## src/rtl/game_pkg.sv

```systemverilog
// Shared definitions for the LED/button memory game.
// Holds the sequencer state encoding and the pattern LFSR constants.
package game_pkg;

    typedef enum logic [2:0] {
        S_IDLE       = 3'd0,
        S_GEN        = 3'd1,
        S_SHOW_ON    = 3'd2,
        S_SHOW_OFF   = 3'd3,
        S_WAIT_INPUT = 3'd4,
        S_WIN        = 3'd5,
        S_LOSE       = 3'd6
    } state_t;

    localparam int                LFSR_W    = 8;
    localparam logic [LFSR_W-1:0] LFSR_TAPS = 8'hB8;
    localparam logic [LFSR_W-1:0] LFSR_SEED = 8'hA5;

    function automatic int max3(input int a, input int b, input int c);
        int m;
        m = (a > b) ? a : b;
        return (m > c) ? m : c;
    endfunction

endpackage

```

## src/rtl/game_lfsr.sv

```systemverilog
// Free-running Fibonacci LFSR, reloaded with i_seed on reset.
// Only the low OUT_W state bits are exported.
module game_lfsr
    import game_pkg::*;
#(
    parameter int             W     = LFSR_W,
    parameter logic [W-1:0]   TAPS  = LFSR_TAPS,
    parameter int             OUT_W = W
) (
    input  logic             i_clk,
    input  logic             i_rst_n,
    input  logic [W-1:0]     i_seed,
    output logic [OUT_W-1:0] o_q
);

    logic [W-1:0] r_q;
    logic         w_fb;

    assign w_fb = ^(r_q & TAPS);
    assign o_q  = r_q[OUT_W-1:0];

    always_ff @(posedge i_clk) begin
        if (!i_rst_n) begin
            r_q <= i_seed;
        end else begin
            r_q <= {r_q[W-2:0], w_fb};
        end
    end

endmodule

```

## src/rtl/game_round_controller.sv

```systemverilog
// Memory-game sequencer: grows a random pattern, plays it on the LEDs,
// then checks the player's presses. All outputs are registered from state.
module game_round_controller
    import game_pkg::*;
#(
    parameter int WIDTH         = 3,
    parameter int MAX_LEN       = 8,
    parameter int SHOW_TICKS    = 4,
    parameter int GAP_TICKS     = 2,
    parameter int TIMEOUT_TICKS = 32
) (
    input  logic                         osc_clk,
    input  logic                         reset_n,
    input  logic                         start,
    input  logic [WIDTH:0]               button,
    output logic [WIDTH:0]               led,
    output logic [$clog2(MAX_LEN+1)-1:0] level,
    output logic [$clog2(MAX_LEN+1)-1:0] qtd_digitos_corretos,
    output logic                         busy,
    output logic                         win,
    output logic                         lose
);

    localparam int LW = $clog2(MAX_LEN + 1);
    localparam int BW = (WIDTH > 0) ? $clog2(WIDTH + 1) : 1;
    localparam int IW = (MAX_LEN > 1) ? $clog2(MAX_LEN) : 1;
    localparam int TW = $clog2(max3(SHOW_TICKS, GAP_TICKS, TIMEOUT_TICKS) + 1);

    localparam logic [LW-1:0]  L_ONE  = LW'(1);
    localparam logic [LW-1:0]  L_MAX  = LW'(MAX_LEN);
    localparam logic [TW-1:0]  T_ONE  = TW'(1);
    localparam logic [TW-1:0]  T_SHOW = TW'(SHOW_TICKS - 1);
    localparam logic [TW-1:0]  T_GAP  = TW'(GAP_TICKS - 1);
    localparam logic [TW-1:0]  T_TO   = TW'(TIMEOUT_TICKS - 1);
    localparam logic [WIDTH:0] B_ONE  = (WIDTH+1)'(1);

    state_t        r_state;
    state_t        w_state_nxt;
    logic [LW-1:0] r_level;
    logic [LW-1:0] w_level_nxt;
    logic [LW-1:0] r_ok;
    logic [LW-1:0] w_ok_nxt;
    logic [LW-1:0] r_idx;
    logic [LW-1:0] w_idx_nxt;
    logic [TW-1:0] r_tick;
    logic [TW-1:0] w_tick_nxt;
    logic [WIDTH:0] r_btn_q;
    logic [BW-1:0]  r_pat [MAX_LEN];
    logic           w_pat_we;
    logic [BW-1:0]  w_digit;
    logic [WIDTH:0] w_exp_led;
    logic [WIDTH:0] w_led;
    logic           w_press;
    logic           w_hit;

    logic [WIDTH:0] r_led;
    logic [LW-1:0]  r_level_o;
    logic [LW-1:0]  r_ok_o;
    logic           r_busy;
    logic           r_win;
    logic           r_lose;

    game_lfsr #(
        .W     (LFSR_W),
        .TAPS  (LFSR_TAPS),
        .OUT_W (BW)
    ) u_lfsr (
        .i_clk   (osc_clk),
        .i_rst_n (reset_n),
        .i_seed  (LFSR_SEED),
        .o_q     (w_digit)
    );

    assign w_exp_led = B_ONE << r_pat[r_idx[IW-1:0]];
    assign w_press   = |(button & ~r_btn_q);
    // Expected LED is one-hot, so equality also rejects multi-presses
    assign w_hit     = (button == w_exp_led);

    always_comb begin
        w_state_nxt = r_state;
        w_level_nxt = r_level;
        w_ok_nxt    = r_ok;
        w_idx_nxt   = r_idx;
        w_tick_nxt  = r_tick;
        w_pat_we    = 1'b0;
        unique case (r_state)
            S_IDLE, S_WIN, S_LOSE: begin
                if (start) begin
                    w_level_nxt = '0;
                    w_ok_nxt    = '0;
                    w_state_nxt = S_GEN;
                end
            end
            S_GEN: begin
                w_pat_we    = 1'b1;
                w_level_nxt = r_level + L_ONE;
                w_idx_nxt   = '0;
                w_tick_nxt  = '0;
                w_state_nxt = S_SHOW_ON;
            end
            S_SHOW_ON: begin
                if (r_tick == T_SHOW) begin
                    w_tick_nxt  = '0;
                    w_state_nxt = S_SHOW_OFF;
                end else begin
                    w_tick_nxt = r_tick + T_ONE;
                end
            end
            S_SHOW_OFF: begin
                if (r_tick == T_GAP) begin
                    w_tick_nxt = '0;
                    if (r_idx + L_ONE < r_level) begin
                        w_idx_nxt   = r_idx + L_ONE;
                        w_state_nxt = S_SHOW_ON;
                    end else begin
                        w_idx_nxt   = '0;
                        w_ok_nxt    = '0;
                        w_state_nxt = S_WAIT_INPUT;
                    end
                end else begin
                    w_tick_nxt = r_tick + T_ONE;
                end
            end
            S_WAIT_INPUT: begin
                if (w_press) begin
                    if (w_hit) begin
                        w_ok_nxt   = r_ok + L_ONE;
                        w_idx_nxt  = r_idx + L_ONE;
                        w_tick_nxt = '0;
                        if (r_idx + L_ONE == r_level) begin
                            w_state_nxt = (r_level == L_MAX) ? S_WIN : S_GEN;
                        end
                    end else begin
                        w_state_nxt = S_LOSE;
                    end
                end else if (r_tick == T_TO) begin
                    w_state_nxt = S_LOSE;
                end else begin
                    w_tick_nxt = r_tick + T_ONE;
                end
            end
            default: begin
                w_state_nxt = S_IDLE;
            end
        endcase
    end

    always_comb begin
        w_led = '0;
        unique case (r_state)
            S_SHOW_ON:    w_led = w_exp_led;
            S_WAIT_INPUT: w_led = button;
            S_WIN:        w_led = '1;
            default:      w_led = '0;
        endcase
    end

    always_ff @(posedge osc_clk) begin
        if (!reset_n) begin
            r_state <= S_IDLE;
            r_level <= '0;
            r_ok    <= '0;
            r_idx   <= '0;
            r_tick  <= '0;
            r_btn_q <= '0;
        end else begin
            r_state <= w_state_nxt;
            r_level <= w_level_nxt;
            r_ok    <= w_ok_nxt;
            r_idx   <= w_idx_nxt;
            r_tick  <= w_tick_nxt;
            r_btn_q <= button;
        end
    end

    always_ff @(posedge osc_clk) begin
        if (w_pat_we) begin
            r_pat[r_level[IW-1:0]] <= w_digit;
        end
    end

    always_ff @(posedge osc_clk) begin
        if (!reset_n) begin
            r_led     <= '0;
            r_level_o <= '0;
            r_ok_o    <= '0;
            r_busy    <= 1'b0;
            r_win     <= 1'b0;
            r_lose    <= 1'b0;
        end else begin
            r_led     <= w_led;
            r_level_o <= r_level;
            r_ok_o    <= r_ok;
            r_busy    <= !(r_state inside {S_IDLE, S_WIN, S_LOSE});
            r_win     <= (r_state == S_WIN);
            r_lose    <= (r_state == S_LOSE);
        end
    end

    assign led                  = r_led;
    assign level                = r_level_o;
    assign qtd_digitos_corretos = r_ok_o;
    assign busy                 = r_busy;
    assign win                  = r_win;
    assign lose                 = r_lose;

endmodule

```

## config.mk

```make
export PLATFORM = sky130hd
export DESIGN_NAME = game_round_controller
export DESIGN_NICKNAME = d
export VERILOG_FILES = /design/src/rtl/game_pkg.sv /design/src/rtl/game_lfsr.sv /design/src/rtl/game_round_controller.sv
export SDC_FILE = /design/constraint.sdc
export NUM_CORES = 1
export LEC_CHECK = 0
export CAP_MARGIN = 20
export CORE_ASPECT_RATIO = 0.6
export CORE_MARGIN = 1
export CORE_UTILIZATION = 56
export CTS_CLUSTER_DIAMETER = 50
export DETAILED_ROUTE_END_ITERATION = 12
export DONT_BUFFER_PORTS = 1
export GPL_TIMING_DRIVEN = 0
export PLACE_DENSITY = 0.74
export SETUP_SLACK_MARGIN = 0.05
export SKIP_LAST_GASP = 1
export SYNTH_ARGS = -nofsm -noshare
export SYNTH_HDL_FRONTEND = slang
export SYNTH_SLANG_ARGS = --single-unit
```

## constraint.sdc

```tcl
create_clock -name osc_clk -period 2.05 [get_ports osc_clk]
set_input_delay 0.205 -clock osc_clk [delete_from_list [all_inputs] [get_ports osc_clk]]
set_output_delay 0.205 -clock osc_clk [all_outputs]
set_load 0.02 [all_outputs]
```

==> summary.txt, run 1 <==
Status
  • Outcome: finished, violations left
  • Failing checks: setup timing

GRT
  • First-pass GRT wire length: 10620 um
  • Tot GR Track Use: 24.78%
  • Via count of the first global-routing pass: 2107
  • Gr ovfl total: 0
  • Maximum number of pins on one net before global-route repair: 11
  • Antenna violations before repair: 0

Route
  • Average routed wire per standard cell: 17.32 um
  • Drt first-iter violations: 192
  • Via density per instance: 5.897
  • Total length of routed wires: 6756 um
  • Detail Route Antenna Nets: 0
  • Initial DRT Pass Iterations: 5
  • Total DRC errors in the routed layout: 0
  • Vias: 2300

Yosys
  • Syn Area/Cell: 10.23 um^2
  • Cells taking the most area after synthesis: dfxtp_1, edfxtp_1, ha_1
  • Flip-flop cell with the highest count after synthesis: dfxtp_1
  • Count of unique library cells instantiated by Yosys: 57
  • Portion of synthesized cell area occupied by the leading cell type: 33.27%
  • Top cell type by total area after synthesis: dfxtp_1
  • Syn. warnings: 0
  • Syn Nets: 317
  • Sequential area share after synthesis: 48.92%
  • Syn Inst Count: 300
  • Most used standard cells in the synthesized netlist: dfxtp_1, a21oi_1, nand2_1, nor2_1, edfxtp_1
  • Post-synthesis sequential element count: 67
  • Synth Cell Area: 0.003069 mm^2
  • Proportion of synthesized flip-flops having asynchronous set or reset: 0%
  • Most common cell in the synthesized netlist: dfxtp_1
  • Number of enable flip-flop cells after synthesis: 16

STA
  • Final setup skew: 0.008849 ns
  • Crit path setup slack, layout: -0.2958 ns
  • Portion of the clock cycle consumed by the worst path in the final layout: 114.4%
  • Worst-margin pin slew: 0.6743 ns
  • Worst relative slew slack: 54.88%
  • Count of final hold-check violations: 0
  • Setup_tns: -4.035 ns
  • Fmax: 426.3 MHz
  • Final-report max-slew violation count: 0
  • Final setup violation count: 20
  • Setup repair after global routing missed its margin: true
  • Minimum clock period after layout: 2.346 ns

Setup path
  • Slowest CP cell: mux4_2
  • Setup slack, reg-to-reg: -0.30 ns
  • Cell count of the worst reg-to-reg path: 7
  • Critical path's largest stage delay: 0.59 ns
  • Largest fanout of any net on the critical path: 8
  • Arrival time reported for the critical path endpoint: 2.62 ns
  • Instance count on the critical path: 7
  • Count of buffering cells on the critical path with inverters included: 0
  • Critical Setup Path Class: register to register
  • Required time of the critical path: 2.33 ns
  • Sort of element at the end of the critical path: register
  • Startpoint kind of the worst setup timing path: register
  • Dominant delay contributor by cell family on the critical path: multiplexers
  • Cell chain of the critical path: mux2i_1, mux4_2, mux2i_4, a22o_4, a21oi_4, o21ai_0, a21oi_2

Pwr
  • Power per cell area: 1058 mW/mm^2
  • Worst IR drop on VDD: 0.5693 mV
  • P_leak: 1.272 nW

Hold path
  • Worst hold path startpoint: button[1]
  • Number of cells traversed by the worst hold path: 2
  • Endpoint of the worst hold-timing path: r_btn_q[1]
  • Min-delay worst type: primary input to register

Place
  • Weighted congestion at the end of routability-driven global placement: 0.9470
  • DP HPWL: 4640 um
  • Area post-placement: 0.003162 mm^2
  • Port Buf Inserts: 0

CTS
  • Clock transition at path regs: 0.07 ns
  • Clock insertion delay at the later pin of the skew report: 0.35 ns
  • Largest buffer count on any clock path: 2
  • # clock sinks: 67
  • CTS root buffer: clkbuf_8
  • Clock tree from TritonCTS: done
  • CTS H-tree depth: 3
  • Clock buffer count from CTS: 9

Die
  • Area enclosed by the die boundary: 0.005791 mm^2
  • Std cell rows: 20
  • CORE AREA: 0.005155 mm^2
  • Chip Width: 97.58 um
  • I/O pin count: 22
  • Die extent in y: 59.35 um
  • Initial standard-cell utilization of the core: 59.54%

Layout
  • Post-route design area: 0.003525 mm^2
  • Antenna diodes: 0
  • Net count, final: 337
  • P&R area growth vs syn: 14.84%
  • Share of final-layout standard cells stronger than drive strength 1: 19.14%

Flow run
  • Max Cap Violations: 0
-- cells in the final DEF (no fill, tap or decap), drive strengths merged, types with 4 or more instances in the layout --
cell type	count
a21oi	24
a311oi	4
and2	12
and3	5
buf	12
clkbuf	22
dfxtp	51
edfxtp	16
ha	10
inv	11
mux2i	7
nand2	23
nand2b	13
nand3	9
nand3b	5
nor2	23
nor2b	5
nor3	4
o211ai	4
o21ai	18
o31ai	4
-- sequential cells by signal, indices dropped and copies added (netlist names), named ones only --
| register | flops |
|---|---|
| busy | 1 |
| r_tick | 6 |
| r_idx | 4 |
| r_ok | 4 |
| r_state | 3 |
| level | 4 |
| u_lfsr.r_q | 8 |
| qtd_digitos_corretos | 4 |
| lose | 1 |
| led | 4 |
| r_level | 4 |
| r_btn_q | 4 |
| r_pat | 16 |
| win | 1 |
-- layer usage --
layer  part of all wire [%]  routed length, um  track usage [%]  vias up
met3                    8.3                563            8.608       10
met1                     51               3417            36.81     1081
met5                      0                  0                0        -
met2                     39               2666            32.17      100
met4                    1.6                108            10.71        0
li1                       -                  -                -     1109
-- worst reg2reg max path, cell delays in order, from the launching register on --
cell and delay [ns]:
dfxtp_4 0.38, mux2i_1 0.14, mux4_2 0.59, mux2i_4 0.26
a22o_4 0.29, a21oi_4 0.27, o21ai_0 0.17, a21oi_2 0.16
-- worst max-delay path by stage --
stage | startpoint | endpoint
detailed placement | register | register
floorplan | register | register
CTS | register | r_tick[2]
global placement | register | register
global route | register | register
finish | register | register
-- cells by family (layout without fill, tap and decap cells) --
group                      Yosys count  count (layout)  synth area share (%)
buffers and inverters               24              48                 4.281
muxes                               10              10                 5.707
DFF                                 67              67                 48.92
and+or+nand+nor                    113             113                 20.22
xor gates and xnor gates             6               6                 1.713
AOI/OAI and AO/OA                   70              70                 15.08
adders and majority gates           10              10                 4.077
-- layout make-up --
type / count / area [um^2]
fillers: 399 / 1630
multi-input cells: 209 / 1546
flip-flops and latches: 67 / 1511
clock buffers: 15 / 166.4
repair buffers: 12 / 105.1
well taps: 66 / 82.58
plain buffers: 10 / 71.32
inverters: 11 / 41.29
-- metrics by stage --
stage / hold WS [ns] / instances / setup slack (ns) / util [%] / power, mW
finish: 0.02495 / 390 / -0.2958 / 68.37 / 3.730
global route: 0.05044 / 390 / -0.3803 / 68.37 / 3.910
CTS: 0.01477 / 388 / -0.2249 / 66.46 / 3.630
detailed placement: 0.3300 / 366 / -0.2971 / 61.33 / 2.616
global placement: 0.3294 / 366 / -0.2508 / 61.33 / 2.598
floorplan: 0.3267 / 300 / -0.07564 / - / 2.379
-- power breakdown --
group / switching, mW / internal, mW
Combinational: 0.743 / 0.466
Sequential: 0.0991 / 1.47
Clock: 0.454 / 0.501
-- repair_timing --
item | CTS | global route
endpoints found under the hold margin | 3 | 0
pin swaps | 21 | 7
resized for setup | 11 | 14
setup buffers | 5 | 4
hold buffers | 3 | 0
setup endpoints to repair | 20 | 24
Power figures use the tool's default switching activity.
==> run 2: changes to the inputs <==
--- a/config.mk
+++ b/config.mk
@@ -15,6 +15,7 @@
 export GPL_TIMING_DRIVEN = 0
 export PLACE_DENSITY = 0.74
 export SETUP_SLACK_MARGIN = 0.05
+export SKIP_CTS_REPAIR_TIMING = 1
 export SKIP_LAST_GASP = 1
 export SYNTH_ARGS = -nofsm -noshare
 export SYNTH_HDL_FRONTEND = slang
==> summary.txt, run 2 (synthesized netlist as in run 1, its figures left out) <==
Die
  • Die extent in y: 59.35 um (unchanged)
  • Initial standard-cell utilization of the core: 59.54% (unchanged)
  • Std cell rows: 20 (unchanged)
  • CORE AREA: 0.005155 mm^2 (unchanged)
  • Chip Width: 97.58 um (unchanged)
  • Area enclosed by the die boundary: 0.005791 mm^2 (unchanged)
  • I/O pin count: 22 (unchanged)

Flow run
  • Max Cap Violations: 0 (unchanged)

Layout
  • Antenna diodes: 0 (unchanged)
  • Largest register FFs: 16 (unchanged)
  • Share of final-layout standard cells stronger than drive strength 1: 16.51% (-2.6 points)
  • Final Instance Count excl. Fillers: 387 (-0.77%)
  • Most common cell after layout, fill and taps aside: dfxtp_1
  • Utilization after layout: 67.18% (-1.2 points)
  • Leading cell types in the layout, fill and taps excluded: dfxtp_1, nand2_1, nor2_1
  • P&R area growth vs syn: 12.84%
  • Net count, final: 334 (-0.89%)

Status
  • Failing checks: setup timing
  • Outcome: finished, violations left

CTS
  • Clock transition at path regs: 0.07 ns (about the same)
  • Clock tree from TritonCTS: done
  • Largest buffer count on any clock path: 2 (unchanged)
  • CTS root buffer: clkbuf_8
  • Clock buffer count from CTS: 9 (unchanged)
  • CTS H-tree depth: 3 (unchanged)
  • Clock insertion delay at the later pin of the skew report: 0.35 ns (about the same)
  • # clock sinks: 67 (unchanged)

STA
  • Crit path setup slack, layout: -0.3037 ns (-0.007891 ns)
  • Worst relative slew slack: 55.12% (+0.24 points)
  • Fmax: 424.9 MHz (-0.34%)
  • Final setup violation count: 20 (unchanged)
  • Setup repair after global routing missed its margin: true
  • Final-report max-slew violation count: 0 (unchanged)
  • Final setup skew: 0.008142 ns (-0.0007070 ns)
  • Portion of the clock cycle consumed by the worst path in the final layout: 114.8% (+0.38 points)
  • Worst-margin pin slew: 0.6707 ns (-0.003555 ns)
  • Minimum clock period after layout: 2.354 ns (+0.007891 ns)
  • Count of final hold-check violations: 0 (unchanged)

Place
  • Total placed cells including tap cells: 366 (unchanged)
  • Weighted congestion at the end of routability-driven global placement: 0.9470 (unchanged)
  • Port Buf Inserts: 0 (unchanged)
  • DP HPWL: 4640 um (unchanged)

Route
  • Vias: 2285 (-0.65%)
  • Total length of routed wires: 6674 um (-1.2%)
  • Total DRC errors in the routed layout: 0 (unchanged)
  • Average routed wire per standard cell: 17.25 um (-0.45%)
  • Detail Route Antenna Nets: 0 (unchanged)
  • Via density per instance: 5.904 (+0.12%)
  • Initial DRT Pass Iterations: 5 (unchanged)
  • Drt first-iter violations: 209 (+8.9%)

Hold path
  • Worst hold path startpoint: button[1]
  • Number of cells traversed by the worst hold path: 2 (unchanged)
  • Min-delay worst type: primary input to register

Pwr
  • Power per cell area: 1065 mW/mm^2 (+0.59%)
  • Worst IR drop on VDD: 0.6226 mV (+9.4%)
  • P_leak: 1.254 nW (-1.4%)

Setup path
  • Sort of element at the end of the critical path: register
  • Critical Setup Path Class: register to register
  • Arrival time reported for the critical path endpoint: 2.58 ns (-0.04 ns)
  • Setup slack, reg-to-reg: -0.30 ns (about the same)
  • Largest fanout of any net on the critical path: 8 (unchanged)
  • Required time of the critical path: 2.27 ns (-0.06 ns)
  • Startpoint kind of the worst setup timing path: register
  • Cell count of the worst reg-to-reg path: 8 (+1)

GRT
  • Gr ovfl total: 0 (unchanged)
  • Via count of the first global-routing pass: 2079 (-1.3%)
  • Tot GR Track Use: 24.54% (-0.24 points)
  • Maximum number of pins on one net before global-route repair: 11 (unchanged)
  • Antenna violations before repair: 0 (unchanged)
  • First-pass GRT wire length: 10510 um (-1.0%)
run 2: how the worst min path moves through the flow:
stage	endpoint	slack (ns)
floorplan	r_btn_q[0]	0.33
global placement	r_btn_q[3]	0.33
detailed placement	r_btn_q[2]	0.33
CTS	r_btn_q[2]	-0.03
global route	r_btn_q[1]	0.05
finish	r_btn_q[1]	0.03
run 2: power breakdown:
group          internal (mW)  switching [mW]
Clock                  0.501           0.448
Combinational          0.443           0.731
Sequential              1.47          0.0958
Total                   2.41            1.28
run 2: worst max-delay path, stage by stage (launching register included):
cell       delay (ns)
dfxtp_2          0.32
buf_6            0.13
mux2i_1          0.13
mux4_2           0.60
mux2i_4          0.26
a22o_4           0.30
a21oi_4          0.22
nand4bb_1        0.18
a21oi_1          0.09
run 2: per-layer routing:
metal  vias to the layer above  part of all wire, %  global-route usage [%]
li1                       1104                    -                       -
met2                       107                   39                   31.87
met4                         0                  1.3                   8.403
met1                      1062                   51                   36.89
met5                         -                    0                       0
met3                        12                  8.6                   9.080
run 2: layout make-up:
type,instances,area (um^2)
Fill cell,419,1692
Multi-Input combinational cell,209,1521
Sequential cell,67,1505
Clock buffer,15,166.4
Buffer,12,86.33
Tap cell,66,82.58
Timing Repair Buffer,7,60.06
Inverter,11,41.29
run 2: per-stage QoR:
stage,hold WS [ns],setup slack [ns],cell area (um^2),TNS [ns],power (mW)
finish,0.02782,-0.3037,3463,-4.336,3.687
global route,0.05055,-0.4063,3463,-6.371,3.872
CTS,-0.03128,-0.3411,3328,-4.323,3.571
detailed placement,0.3300,-0.2971,3162,-3.789,2.616
global placement,0.3294,-0.2508,3162,-3.208,2.598
floorplan,0.3267,-0.07564,3079,-0.1603,2.379
==> run 3: changes to the inputs <==
--- a/config.mk
+++ b/config.mk
@@ -10,6 +10,7 @@
 export CORE_MARGIN = 1
 export CORE_UTILIZATION = 56
 export CTS_CLUSTER_DIAMETER = 50
+export CTS_CLUSTER_SIZE = 30
 export DETAILED_ROUTE_END_ITERATION = 12
 export DONT_BUFFER_PORTS = 1
 export GPL_TIMING_DRIVEN = 0
@@ -19,4 +20,5 @@
 export SKIP_LAST_GASP = 1
 export SYNTH_ARGS = -nofsm -noshare
 export SYNTH_HDL_FRONTEND = slang
+export SYNTH_HIERARCHICAL = 1
 export SYNTH_SLANG_ARGS = --single-unit
==> summary.txt, run 3 <==
Status
  • Outcome: finished, violations left
  • Failing checks: setup timing

Setup path
  • Capturing point of the worst reg2reg path: r_state[1]
  • Cell chain of the critical path: mux4_2, mux2i_4, mux2i_2, nor4_4, buf_4, nor2_4, buf_6, nor3_1, nor4_1
  • Critical Setup Path Class: register to register
  • Critical path's largest stage delay: 0.53 ns (-0.07 ns)
  • Required time of the critical path: 2.28 ns (about the same)
  • Slowest CP cell: mux4_2
  • Largest fanout of any net on the critical path: 6 (-2)
  • Arrival time reported for the critical path endpoint: 2.65 ns (+0.07 ns)
  • Startpoint kind of the worst setup timing path: register
  • Setup slack, reg-to-reg: -0.36 ns (-0.06 ns)
  • Sort of element at the end of the critical path: register
  • Cell count of the worst reg-to-reg path: 9 (+1)

CTS
  • CTS root buffer: clkbuf_8
  • Largest buffer count on any clock path: 2 (unchanged)
  • Clock buffer count from CTS: 9 (unchanged)
  • Clock insertion delay at the later pin of the skew report: 0.33 ns (-0.02 ns)
  • CTS H-tree depth: 3 (unchanged)
  • Clock transition at path regs: 0.07 ns (about the same)
  • Clock tree from TritonCTS: done
  • # clock sinks: 67 (unchanged)

Hold path
  • Worst hold path startpoint: button[2]
  • Min-delay worst type: primary input to register
  • Endpoint of the worst hold-timing path: r_btn_q[2]
  • Number of cells traversed by the worst hold path: 2 (unchanged)

Route
  • Vias: 2187 (-4.3%)
  • Initial DRT Pass Iterations: 4 (-1)
  • Via density per instance: 5.608 (-5.0%)
  • Total length of routed wires: 6120 um (-8.3%)
  • Detail Route Antenna Nets: 0 (unchanged)
  • Drt first-iter violations: 174 (-17%)
  • Average routed wire per standard cell: 15.69 um (-9.0%)
  • Total DRC errors in the routed layout: 0 (unchanged)

Yosys
  • Top cell type by total area after synthesis: dfxtp_1
  • Cells taking the most area after synthesis: dfxtp_1, edfxtp_1, ha_1
  • Count of unique library cells instantiated by Yosys: 49 (-14%)
  • Sequential area share after synthesis: 49.98% (+1.1 points)
  • Syn Inst Count: 296 (-1.3%)
  • Most used standard cells in the synthesized netlist: dfxtp_1, nand2_1, nor2_1
  • Post-synthesis sequential element count: 67 (unchanged)
  • Number of enable flip-flop cells after synthesis: 16 (unchanged)
  • Synth Cell Area: 0.003004 mm^2 (-2.1%)
  • Syn. warnings: 6 (+6)
  • Portion of synthesized cell area occupied by the leading cell type: 33.99% (+0.72 points)
  • Most common cell in the synthesized netlist: dfxtp_1
  • Flip-flop cell with the highest count after synthesis: dfxtp_1
  • Syn Area/Cell: 10.15 um^2 (-0.80%)
  • Proportion of synthesized flip-flops having asynchronous set or reset: 0% (unchanged)

Layout
  • P&R area growth vs syn: 13.58%
  • Largest register FFs: 16 (unchanged)
  • Utilization after layout: 66.84% (-0.35 points)
  • Leading cell types in the layout, fill and taps excluded: dfxtp_1, nand2_1, nor2_1
  • Share of final-layout standard cells stronger than drive strength 1: 17.90% (+1.4 points)
  • Most common cell after layout, fill and taps aside: dfxtp_1
  • Antenna diodes: 0 (unchanged)
  • Net count, final: 337 (+0.90%)

STA
  • Crit path setup slack, layout: -0.3619 ns (-0.05824 ns)
  • Fmax: 414.6 MHz (-2.4%)
  • Worst relative slew slack: 60.66% (+5.5 points)
  • Worst-margin pin slew: 0.5848 ns (-0.08586 ns)
  • Final setup skew: 0.006504 ns (-0.001637 ns)
  • Minimum clock period after layout: 2.412 ns (+0.05824 ns)
  • Count of final hold-check violations: 0 (unchanged)
  • Final setup violation count: 20 (unchanged)
  • Setup repair after global routing missed its margin: true
  • Portion of the clock cycle consumed by the worst path in the final layout: 117.7% (+2.8 points)
  • Final-report max-slew violation count: 0 (unchanged)
  • Minimum hold slack: 0.03351 ns (+0.005685 ns)

Pwr
  • Worst IR drop on VDD: 0.6487 mV (+4.2%)
  • Power per cell area: 1062 mW/mm^2 (-0.22%)
  • P_leak: 1.223 nW (-2.5%)

Die
  • CORE AREA: 0.005105 mm^2 (-0.97%)
  • Die extent in y: 58.74 um (-1.0%)
  • I/O pin count: 22 (unchanged)
  • Initial standard-cell utilization of the core: 58.85% (-0.69 points)
  • Std cell rows: 20 (unchanged)
  • Chip Width: 96.56 um (-1.0%)
  • Area enclosed by the die boundary: 0.005671 mm^2 (-2.1%)

Place
  • DP HPWL: 4251 um (-8.4%)
  • Port Buf Inserts: 0 (unchanged)
  • Weighted congestion at the end of routability-driven global placement: 0.8718 (-7.9%)

GRT
  • Gr ovfl total: 0 (unchanged)
  • Antenna violations before repair: 0 (unchanged)
  • Tot GR Track Use: 23.41% (-1.1 points)
  • Via count of the first global-routing pass: 1866 (-10%)
  • First-pass GRT wire length: 9377 um (-11%)
  • Maximum number of pins on one net before global-route repair: 11 (unchanged)

Flow run
  • Max Cap Violations: 0 (unchanged)
-- run 3: changes by cell type in the layout (fill, tap and decap cells not counted), moves of 6 or more --
cell,before,now
nand2b_1,12,6
inv_1,10,16
o21ai_1,8,1
xnor2_1,3,9
nand2_1,23,29
mux2_2,0,7
conb_1,0,8
and2_1,11,4
-- run 3: metal layers --
metal  part of all wire, %  vias to the layer above  GRT usage, %
met5                     0                        -             0
met4                  0.69                        0         8.824
met3                   9.6                        6         10.21
met2                    38                       81         27.06
met1                    51                     1013         36.69
li1                      -                     1087             -
-- run 3: final cells by class --
class                   instances  area [um^2]
flip-flops and latches         67         1506
well taps                      66        82.58
inverters                      16        60.06
multi-input cells             208         1488
fillers                       390         1693
plain buffers                  10        46.29
clock buffers                  12        145.1
clock inverters                 3        15.01
repair buffers                  8        68.82
-- run 3: worst max path at each step --
| stage | startpoint | cells after the start | slack [ns] | end |
|---|---|---|---|---|
| finish | register | 9 | -0.36 | r_state[1] |
| global route | register | 9 | -0.48 | r_state[1] |
| global placement | register | 7 | -0.48 | r_idx[2] |
| floorplan | register | 7 | -0.18 | r_ok[3] |
| CTS | register | 7 | -0.52 | register |
| detailed placement | register | 7 | -0.49 | register |
-- run 3: critical path, delay by kind of cell, from the launching register on --
family,cells,cell delay [ns]
muxes,3,1.05
DFF,1,0.38
buffers and inverters,2,0.30
and+or+nand+nor,4,0.56
-- run 3: logic make-up after synthesis --
logic type	share of synthesized area, %
simple gates	18.24
flops	49.98
compound gates	11.12
buf+inv	3.665
mux	9.663
fa+ha+maj	4.165
xor+xnor	2.916
other cells	0.2500
-- run 3: stage by stage --
stage	instances	area (um^2)	setup TNS [ns]	total power, mW	setup WS, ns
final	390	3412	-5.947	3.625	-0.3619
after global routing	390	3412	-8.253	3.835	-0.4759
after CTS	383	3274	-7.692	3.528	-0.5184
after detailed placement	368	3114	-7.309	2.615	-0.4920
after global placement	368	3114	-6.915	2.601	-0.4840
after floorplan	302	3032	-1.737	2.386	-0.1821
-- run 3: power breakdown --
part / switching [mW] / internal [mW] / leakage [nW] / total [mW]
clock: 0.448 / 0.459 / 0.0860 / 0.908
sequential: 0.132 / 1.49 / 0.561 / 1.62
combinational: 0.662 / 0.436 / 0.575 / 1.10
